[config.mk]
export PLATFORM = sky130hd
export DESIGN_NAME = riscv32ima_wback_ctrl
export DESIGN_NICKNAME = d
export VERILOG_FILES = /design/src/rtl/riscv32ima_pkg.sv /design/src/rtl/riscv32ima_rr_arb3.sv /design/src/rtl/riscv32ima_wback_ctrl.sv
export SDC_FILE = /design/constraint.sdc
export NUM_CORES = 1
export LEC_CHECK = 0
export CORE_MARGIN = 4
export CORE_UTILIZATION = 39
export DETAILED_ROUTE_END_ITERATION = 7
export PLACE_DENSITY = 0.79
export SYNTH_ARGS = -nofsm -noshare
export SYNTH_HDL_FRONTEND = slang
export SYNTH_SLANG_ARGS = --single-unit
export TNS_END_PERCENT = 1
[constraint.sdc]
create_clock -name clk -period 2.25 [get_ports clk]
set_input_delay 0.3375 -clock clk [delete_from_list [all_inputs] [get_ports clk]]
set_output_delay 0.3375 -clock clk [all_outputs]
set_load 0.05 [all_outputs]
[src/rtl/riscv32ima_pkg.sv]
// Shared constants for the riscv32ima core: GPRF geometry and writeback requester ids.
// Latency: none (declarations only).
// Backpressure: n/a.
package riscv32ima_pkg;

  localparam int REG_ADDR_WIDTH = 5;
  localparam int REG_DATA_WIDTH = 32;
  localparam int NUM_REGS       = 2 ** REG_ADDR_WIDTH;

  // Writeback requesters; the index is also the bit position in req_valid/req_ready.
  localparam int NUM_WB_REQ = 3;
  localparam int REQ_ALU    = 0;
  localparam int REQ_LSU    = 1;
  localparam int REQ_MDU    = 2;

endpackage

[src/rtl/riscv32ima_rr_arb3.sv]
// Three-way round-robin arbiter with a pointer that moves past the last winner.
// Latency: grant is combinational from req_valid; the pointer updates on the granting edge.
// Backpressure: a requester keeps valid until granted; the grant never depends on a future cycle.
module riscv32ima_rr_arb3
  import riscv32ima_pkg::*;
(
  input  logic       clk,
  input  logic       nrst,
  input  logic [2:0] req_valid,
  output logic [2:0] grant
);

  logic [1:0] ptr;
  logic [1:0] ptr_nxt;

  // First valid requester at or after the pointer, scanning upward with wrap.
  always_comb begin
    grant = 3'b000;
    case (ptr)
      2'd0: begin
        if      (req_valid[REQ_ALU]) grant[REQ_ALU] = 1'b1;
        else if (req_valid[REQ_LSU]) grant[REQ_LSU] = 1'b1;
        else if (req_valid[REQ_MDU]) grant[REQ_MDU] = 1'b1;
      end
      2'd1: begin
        if      (req_valid[REQ_LSU]) grant[REQ_LSU] = 1'b1;
        else if (req_valid[REQ_MDU]) grant[REQ_MDU] = 1'b1;
        else if (req_valid[REQ_ALU]) grant[REQ_ALU] = 1'b1;
      end
      default: begin
        if      (req_valid[REQ_MDU]) grant[REQ_MDU] = 1'b1;
        else if (req_valid[REQ_ALU]) grant[REQ_ALU] = 1'b1;
        else if (req_valid[REQ_LSU]) grant[REQ_LSU] = 1'b1;
      end
    endcase
  end

  // A grant is always an accepted transfer, so the pointer moves to the winner's successor.
  always_comb begin
    ptr_nxt = ptr;
    if      (grant[REQ_ALU]) ptr_nxt = 2'd1;
    else if (grant[REQ_LSU]) ptr_nxt = 2'd2;
    else if (grant[REQ_MDU]) ptr_nxt = 2'd0;
  end

  // Pointer register.
  always_ff @(posedge clk or negedge nrst) begin
    if (!nrst) ptr <= 2'd0;
    else       ptr <= ptr_nxt;
  end

endmodule

[src/rtl/riscv32ima_wback_ctrl.sv]
// GPRF writeback controller: arbitrates ALU/LSU/MDU results onto one write port, tracks pending rd.
// Latency: one cycle from accepted transfer to wback_reg_*; chk_busy and req_ready are combinational.
// Backpressure: one grant per cycle via req_ready; losing requesters hold their result until granted.
module riscv32ima_wback_ctrl
  import riscv32ima_pkg::*;
(
  input  logic                                 clk,
  input  logic                                 nrst,
  input  logic                                 issue_valid,
  input  logic [REG_ADDR_WIDTH-1:0]            issue_rd,
  input  logic [REG_ADDR_WIDTH-1:0]            chk0_addr,
  input  logic [REG_ADDR_WIDTH-1:0]            chk1_addr,
  input  logic [REG_ADDR_WIDTH-1:0]            chk_rd,
  output logic                                 chk_busy,
  input  logic [NUM_WB_REQ-1:0]                req_valid,
  input  logic [NUM_WB_REQ*REG_ADDR_WIDTH-1:0] req_addr,
  input  logic [NUM_WB_REQ*REG_DATA_WIDTH-1:0] req_data,
  output logic [NUM_WB_REQ-1:0]                req_ready,
  output logic                                 wback_reg_wen,
  output logic [REG_ADDR_WIDTH-1:0]            wback_reg_addr,
  output logic [REG_DATA_WIDTH-1:0]            wback_reg_data,
  output logic                                 sb_err
);

  logic                      xfer;
  logic [REG_ADDR_WIDTH-1:0] gnt_addr;
  logic [REG_DATA_WIDTH-1:0] gnt_data;
  logic [NUM_REGS-1:0]       pending;
  logic [NUM_REGS-1:0]       set_vec;
  logic [NUM_REGS-1:0]       clr_vec;
  logic [NUM_REGS-1:0]       pending_nxt;

  riscv32ima_rr_arb3 u_arb (
    .clk       (clk),
    .nrst      (nrst),
    .req_valid (req_valid),
    .grant     (req_ready)
  );

  // The arbiter only grants valid requesters, so any grant is a completed transfer.
  assign xfer = |req_ready;

  // Select the granted requester's rd and result.
  always_comb begin
    gnt_addr = '0;
    gnt_data = '0;
    for (int i = 0; i < NUM_WB_REQ; i++) begin
      if (req_ready[i]) begin
        gnt_addr = req_addr[i*REG_ADDR_WIDTH +: REG_ADDR_WIDTH];
        gnt_data = req_data[i*REG_DATA_WIDTH +: REG_DATA_WIDTH];
      end
    end
  end

  // Scoreboard update: clear on the GPRF capture edge, set on issue; set wins, x0 never pending.
  always_comb begin
    set_vec = '0;
    clr_vec = '0;
    if (issue_valid)   set_vec[issue_rd]       = 1'b1;
    if (wback_reg_wen) clr_vec[wback_reg_addr] = 1'b1;
    set_vec[0]  = 1'b0;
    pending_nxt = (pending & ~clr_vec) | set_vec;
  end

  // Output stage: results to x0 are consumed but never produce a write enable.
  always_ff @(posedge clk or negedge nrst) begin
    if (!nrst) begin
      wback_reg_wen  <= 1'b0;
      wback_reg_addr <= '0;
      wback_reg_data <= '0;
    end else begin
      wback_reg_wen <= xfer && (gnt_addr != '0);
      if (xfer) begin
        wback_reg_addr <= gnt_addr;
        wback_reg_data <= gnt_data;
      end
    end
  end

  // Pending-destination scoreboard register.
  always_ff @(posedge clk or negedge nrst) begin
    if (!nrst) pending <= '0;
    else       pending <= pending_nxt;
  end

  // Sticky error: a write landed on a register nobody had issued.
  always_ff @(posedge clk or negedge nrst) begin
    if (!nrst) sb_err <= 1'b0;
    else       sb_err <= sb_err | (wback_reg_wen & ~pending[wback_reg_addr]);
  end

  assign chk_busy = pending[chk0_addr] | pending[chk1_addr] | pending[chk_rd];

endmodule

==> results of run 1 <==
-- power groups by stage --
| stage | Combinational [uW] | Sequential (uW) | Clock, uW |
|---|---|---|---|
| global placement | 3520 | 2090 | 0 |
| floorplan | 1330 | 2520 | 0 |
| finish | 3630 | 2080 | 986 |
| global route | 3800 | 2120 | 1070 |
| detailed placement | 3560 | 2090 | 0 |
| CTS | 3580 | 2070 | 1000 |
-- path summary, 6_finish.rpt --
kind	to	cells after the start
setup / recovery	chk_busy	6
hold / removal	wback_reg_data[28]	2
setup reg to reg	sb_err	6
hold reg to reg	sb_err	2
max in group asynchronous	pending[18]	3
min in group clk	sb_err	2
-- timing repair --
item	in CTS	in global routing
resized for setup	5	0
gates cloned	0	0
pin swaps	1	0
hold buffers	1	0
endpoints found under the hold margin	16	0
endpoints found under the setup margin	1	1
-- routing by layer --
layer	vias to the layer above	GRT usage
met2	302	0.457
met4	2	0.150
li1	2087	-
met1	2279	0.310
met5	-	0
met3	53	0.0765
-- area by class of cell --
cell class                      instances  area share
Timing Repair Buffer                  246       0.344
Multi-Input combinational cell        299       0.337
Sequential cell                        73       0.263
Tap cell                              140      0.0252
Clock buffer                            9      0.0178
Clock inverter                          7     0.00882
Inverter                                6     0.00324
Antenna cell                            2    0.000720
-- cells in the mapped netlist (2+ instances only) --
master	n	area, um2
nand3b_1	12	90.1
nor2_1	40	150
o21ai_0	65	325
clkbuf_1	27	101
buf_2	2	10.0
mux4_2	30	676
nand3_1	8	40.0
or3b_2	4	35.0
mux2i_1	7	70.1
a21o_1	4	30.0
a22o_1	2	17.5
nand2b_1	3	18.8
o21a_1	3	22.5
o2111ai_1	2	17.5
buf_1	3	11.3
nor3_1	3	15.0
a221o_1	5	50.1
and2_1	4	25.0
a222oi_1	31	310
a21oi_1	33	165
nor2b_1	7	43.8
inv_1	6	22.5
or3_1	4	25.0
nand4_1	4	25.0
a31oi_1	2	12.5
dfrtp_1	73	1830
nand2_1	11	41.3
-- stage by stage --
step	instances	hold slack (ns)	TNS, ns	worst slack, ns
3_3_place_gp	763	0.300	-0.840	-0.840
5_1_grt	780	0.486	-0.638	-0.638
3_5_place_dp	763	0.313	-0.848	-0.848
4_1_cts	780	0.451	-0.562	-0.562
6_report	782	0.458	-0.545	-0.545
2_1_floorplan	411	0.0419	-0.106	-0.106
-- flip-flops by register name, summed over array words and instances, names as in the netlist --
| register | flops |
|---|---|
| sb_err | 1 |
| wback_reg_addr | 5 |
| u_arb.ptr | 2 |
| pending | 32 |
| wback_reg_data | 32 |
| wback_reg_wen | 1 |
-- critical path: stages, from the launching register on --
cell and delay (ns):
dfrtp_1 0.43, mux4_2 0.48, mux4_2 0.46, mux2i_1 0.18, nand2_1 0.07, or3_4 0.33, buf_8 0.16
-- kinds of logic (layout without fill, tap and decap cells) --
group | after synthesis | count (layout) | share of synthesized area
buf+inv | 39 | 268 | 0.0354
mux | 38 | 38 | 0.176
other cells | 0 | 2 | 0
compound gates | 157 | 157 | 0.240
flops | 73 | 73 | 0.424
simple gates | 104 | 104 | 0.126
==> impl_results.md, run 1 <==
* Status: complete, but fails checks
* Failing checks: DRC, setup timing
* Final hold violation count at 0
* CTS tree: built
* Synth async-reset ratio at 1.00
* Fillers at 864
* CP Data Arrival Time at 2.46 ns
* Initial Util at 0.398
* Die Wd at 113 um
* Synthesized cell area at 4310 um2
* TritonRoute pass-1 iters at 8
* Leakage power at 0.00279 uW
* Number of global-route vias before repair at 4892
* Tot Pwr at 6690 uW
* PwrDens at 963 nW/um2
* VDD IR max at 0.000410 V
* DR DRC count at 1
* Hpwl dp at 13700 um
* Met3 Wirelength at 1540 um
* Most frequent cells in the layout: clkdlybuf4s50_1 (169), dfrtp_1 (73), o21ai_0 (65)
* Hold Path Class: in2async
* WP data required at 1.91 ns
* Synthesized instance count at 411
* Final GP Congestion at 1.03
* Placed cell area at 6740 um2
* Fmax achieved at 358 MHz
* Kind of critical path: reg2out
* Final worst slack at -0.545 ns
* Longest Clk Path Bufs at 2
* Seq pwr share at 0.310
* Reg2Reg Setup Slack at 0.28 ns
* Number of synthesized register bits at 73
* # IOs at 180
* Max Cap Viol at 0
* Antenna violations before repair at 1
* CTS sink count at 73
* Ys Warns at 0
* Final clock skew at 0.00920 ns
* Area Overhead vs Synth at 61.1%
* Number of synthesized flops with an enable pin at 0
* Post-layout nets at 772
* Total Routing Usage GR at 0.271
* Switching share of power at 0.420
* Port bufs at 179
* Die Y at 113 um
* Most common cell after layout, fill and taps aside: clkdlybuf4s50_1
* Min cycle time layout at 2.79 ns
* Top_reg_cell synth: dfrtp_1
* RR Startpoint: wback_reg_addr[0]
* Combinational share of power at 0.542
* Core Box Area at 10800 um2
* Final setup vio count at 1
* Slew headroom at 0.591
* Met2 WL at 8750 um
* Seq/Total Area, Yosys at 0.424
* Initial drt markers at 478
* Row count at 38
* Number of distinct library cells after synthesis at 43
* Pins Over Slew Limit at 0
* H-tree Lvls at 3
* Max FO, Critical Path at 2
* Clock power frac at 0.147
* Critical Path Start: pending[7]
* Max Used Layer: met5
* Psw at 2810 uW
* Largest net degree at the start of global routing at 63
* Crit path launch type: register
* Period utilisation layout at 1.24
* Num CTS Buffers at 9
* Synthesized area per cell at 10.5 um2
* Register Area at 1830 um2
* Die ar. at 12800 um2
* Share of layout cells above drive strength 1 at 0.197
* Antenna-violating nets left at 0
* Worst setup EP type: output pin
* Wirelength per Cell at 22.4 um
* Final Util at 0.641
* Slew @ Worst Pin at 0.612 ns
* Worst-Skew Late Latency at 0.35 ns
* Via count at 4723
* Wl on met1 at 6370 um
* Postcts setup bufs at 0
* Finished Cell Area at 6950 um2
* Global-route wire length before repair at 26600 um
* Vias/cell at 6.04
* Multi-input gate area at 2340 um2
* Gr ovfl total at 0
* CTS Root Cell: clkbuf_8
* Routed WL at 17500 um
* RSZ-0062 raised after global routing: yes
* Pint at 3880 uW
* Clock-pin transition on the worst setup and hold timing paths at 0.09 ns
* Mapped Nets at 548
Power figures use the tool's default switching activity.
==> run 2: changes to the inputs <==
- GPL_TIMING_DRIVEN: not set -> 0
==> impl_results.md, run 2 (synthesis results as in run 1) <==
* Final clock skew at 0.00572 ns (-0.00348 ns)
* Worst setup EP type: output pin
* Final hold violation count at 0 (unchanged)
* Die Y at 113 um (unchanged)
* WP data required at 1.91 ns (about the same)
* Initial Util at 0.398 (unchanged)
* RSZ-0062 raised after global routing: yes
* Most frequent cell on the critical path: mux4_2
* Core Box Area at 10800 um2 (unchanged)
* CTS sink count at 73 (unchanged)
* DR DRC count at 0 (-1)
* Slew headroom at 0.379 (-0.212)
* Max Cap Viol at 0 (unchanged)
* Pins Over Slew Limit at 0 (unchanged)
* Final setup vio count at 1 (unchanged)
* Row count at 38 (unchanged)
* Longest Clk Path Bufs at 2 (unchanged)
* Final GP Congestion at 0.874 (-15%)
* Placed cell count at 724 (-5.1%)
* Most common cell after layout, fill and taps aside: clkdlybuf4s50_1
* Fillers at 875 (+1.3%)
* Crit path launch type: register
* CP peak stage delay at 0.48 ns (about the same)
* Antenna violations before repair at 0 (-1)
* # IOs at 180 (unchanged)
* Initial drt markers at 459 (-4.0%)
* # diodes at 0 (-2)
* Failing checks: setup timing
* CTS tree: built
* Clock-pin transition on the worst setup and hold timing paths at 0.08 ns (about the same)
* Port bufs at 173 (-3.4%)
* Kind of critical path: reg2out
* Num CTS Buffers at 9 (unchanged)
* Setup TNS at -0.547 ns (-0.00184 ns)
* H-tree Lvls at 3 (unchanged)
* Antenna-violating nets left at 0 (unchanged)
* Via count at 4685 (-0.80%)
* Hold Path Class: in2async
* VDD IR max at 0.000473 V (+15%)
* CP Data Arrival Time at 2.46 ns (about the same)
* Leakage power at 0.00262 uW (-6.2%)
* Hpwl dp at 12000 um (-12%)
* Global-route wire length before repair at 24900 um (-6.3%)
* Wirelength per Cell at 21.3 um (-4.9%)
* Number of global-route vias before repair at 4803 (-1.8%)
* Die ar. at 12800 um2 (unchanged)
* Area Overhead vs Synth at 54.0%
* Period utilisation layout at 1.24 (about the same)
* Multi-input gate area at 2340 um2 (about the same)
* TritonRoute pass-1 iters at 7 (-1)
* Routed WL at 16100 um (-8.0%)
* Worst-Skew Late Latency at 0.35 ns (about the same)
* Final worst slack at -0.547 ns (-0.00184 ns)
* Die Wd at 113 um (unchanged)
* Final std cells w/o fill at 756 (-3.3%)
* Pre-CTS setup slack at -1.30 ns (-0.452 ns)
* Status: complete, but fails checks
* Top flop regs: pending: 32 flops, wback_reg_data: 32 flops, wback_reg_addr: 5 flops
* Critical-path cell list: mux4_2 > mux4_2 > mux2i_1 > nand2_1 > or3_4 > buf_6
* Fmax achieved at 358 MHz (about the same)
* Critical path's slowest cell: mux4_2
* Total Routing Usage GR at 0.247 (-0.0238)
* Tot Pwr at 6460 uW (-3.5%)
* Vias/cell at 6.20 (+2.6%)
* PwrDens at 972 nW/um2 (+0.95%)
* Final Util at 0.613 (-0.0282)
* Largest net degree at the start of global routing at 74 (+17%)
* CTS Root Cell: clkbuf_8
* Max FO, Critical Path at 5 (+3)
* Slew @ Worst Pin at 0.932 ns (+0.320 ns)
* Most frequent cells in the layout: clkdlybuf4s50_1 (165), dfrtp_1 (73), o21ai_0 (65)
* Register Area at 1830 um2 (unchanged)
* Share of layout cells above drive strength 1 at 0.140 (-0.0573)
* Post-layout nets at 748 (-3.1%)
* Gr ovfl total at 0 (unchanged)
* Min cycle time layout at 2.80 ns (+0.00184 ns)
==> run 2: changes by cell type in the layout (fill, tap and decap cells not counted), moves of 2 or more <==
cell,delta
buf_2,+2
bufinv_16,+3
inv_6,-2
dlygate4sd2_1,-2
buf_4,-41
clkbuf_2,+5
dlymetal6s2s_1,+2
diode_2,-2
clkbuf_1,+20
buf_12,-8
inv_8,-2
buf_6,+2
clkdlybuf4s50_1,-4
==> run 2: path summary, 6_finish.rpt <==
| kind | startpoint | endpoint | slack [ns] | depth (start not counted) |
|---|---|---|---|---|
| worst max-delay path | pending[13] | chk_busy | -0.55 | 6 |
| worst min-delay path | nrst | wback_reg_data[24] | 0.11 | 1 |
| worst max register to register | wback_reg_addr[0] | sb_err | 0.17 | 5 |
| worst min register to register | sb_err | sb_err | 0.52 | 2 |
| max in group asynchronous | nrst | wback_reg_data[7] | 1.52 | 1 |
| min in group clk | req_valid[0] | u_arb.ptr[0] | 0.38 | 3 |
==> run 2: report_power, final <==
| group | internal [uW] | switching [uW] | leakage [uW] |
|---|---|---|---|
| Clock | 766 | 495 | 0.000120 |
| Sequential | 1730 | 415 | 0.000863 |
| Combinational | 1470 | 1580 | 0.00163 |
==> run 2: stage by stage <==
stage / cell area (um2) / hold slack [ns]
after floorplan: 4360 / 0.0419
after global placement: 6260 / 0.494
after detailed placement: 6260 / 0.496
after CTS: 6630 / 0.132
after global routing: 6640 / 0.185
final: 6640 / 0.113
==> run 2: final cells by class <==
| cell class | count | share of cell area |
|---|---|---|
| Timing Repair Buffer | 189 | 0.278 |
| Buffer | 33 | 0.0284 |
| Multi-Input combinational cell | 299 | 0.352 |
| Inverter | 6 | 0.00339 |
| Clock buffer | 11 | 0.0213 |
| Clock inverter | 5 | 0.0154 |
| Sequential cell | 73 | 0.275 |
| Tap cell | 140 | 0.0264 |
==> run 2: per-layer routing <==
| metal | routed length (um) | up-vias | GRT usage | share of wire |
|---|---|---|---|---|
| li1 | - | 2038 | - | - |
| met1 | 5980 | 2285 | 0.295 | 0.37 |
| met2 | 7830 | 311 | 0.412 | 0.49 |
| met3 | 1650 | 51 | 0.0620 | 0.10 |
| met4 | 617 | 0 | 0.129 | 0.038 |
| met5 | 0 | - | 0 | 0 |
==> run 2: worst max-delay path: cells and delay by family (launching register included) <==
kind	cells	cell delay (ns)
flip-flops	1	0.45
multiplexers	3	1.07
buffers and inverters	1	0.16
AND/OR/NAND/NOR	2	0.43
==> run 2: repair_timing <==
item | in CTS | in global routing
pin swaps | 0 | 6
resized for setup | 28 | 10
setup buffers | 15 | 1
endpoints found under the setup margin | 6 | 24
hold buffers | 0 | 0
==> run 3: changes to the inputs <==
- ABC_AREA: not set -> 0
==> results of run 3 <==
The final DEF is identical to that of run 2; final timing and power are the same.
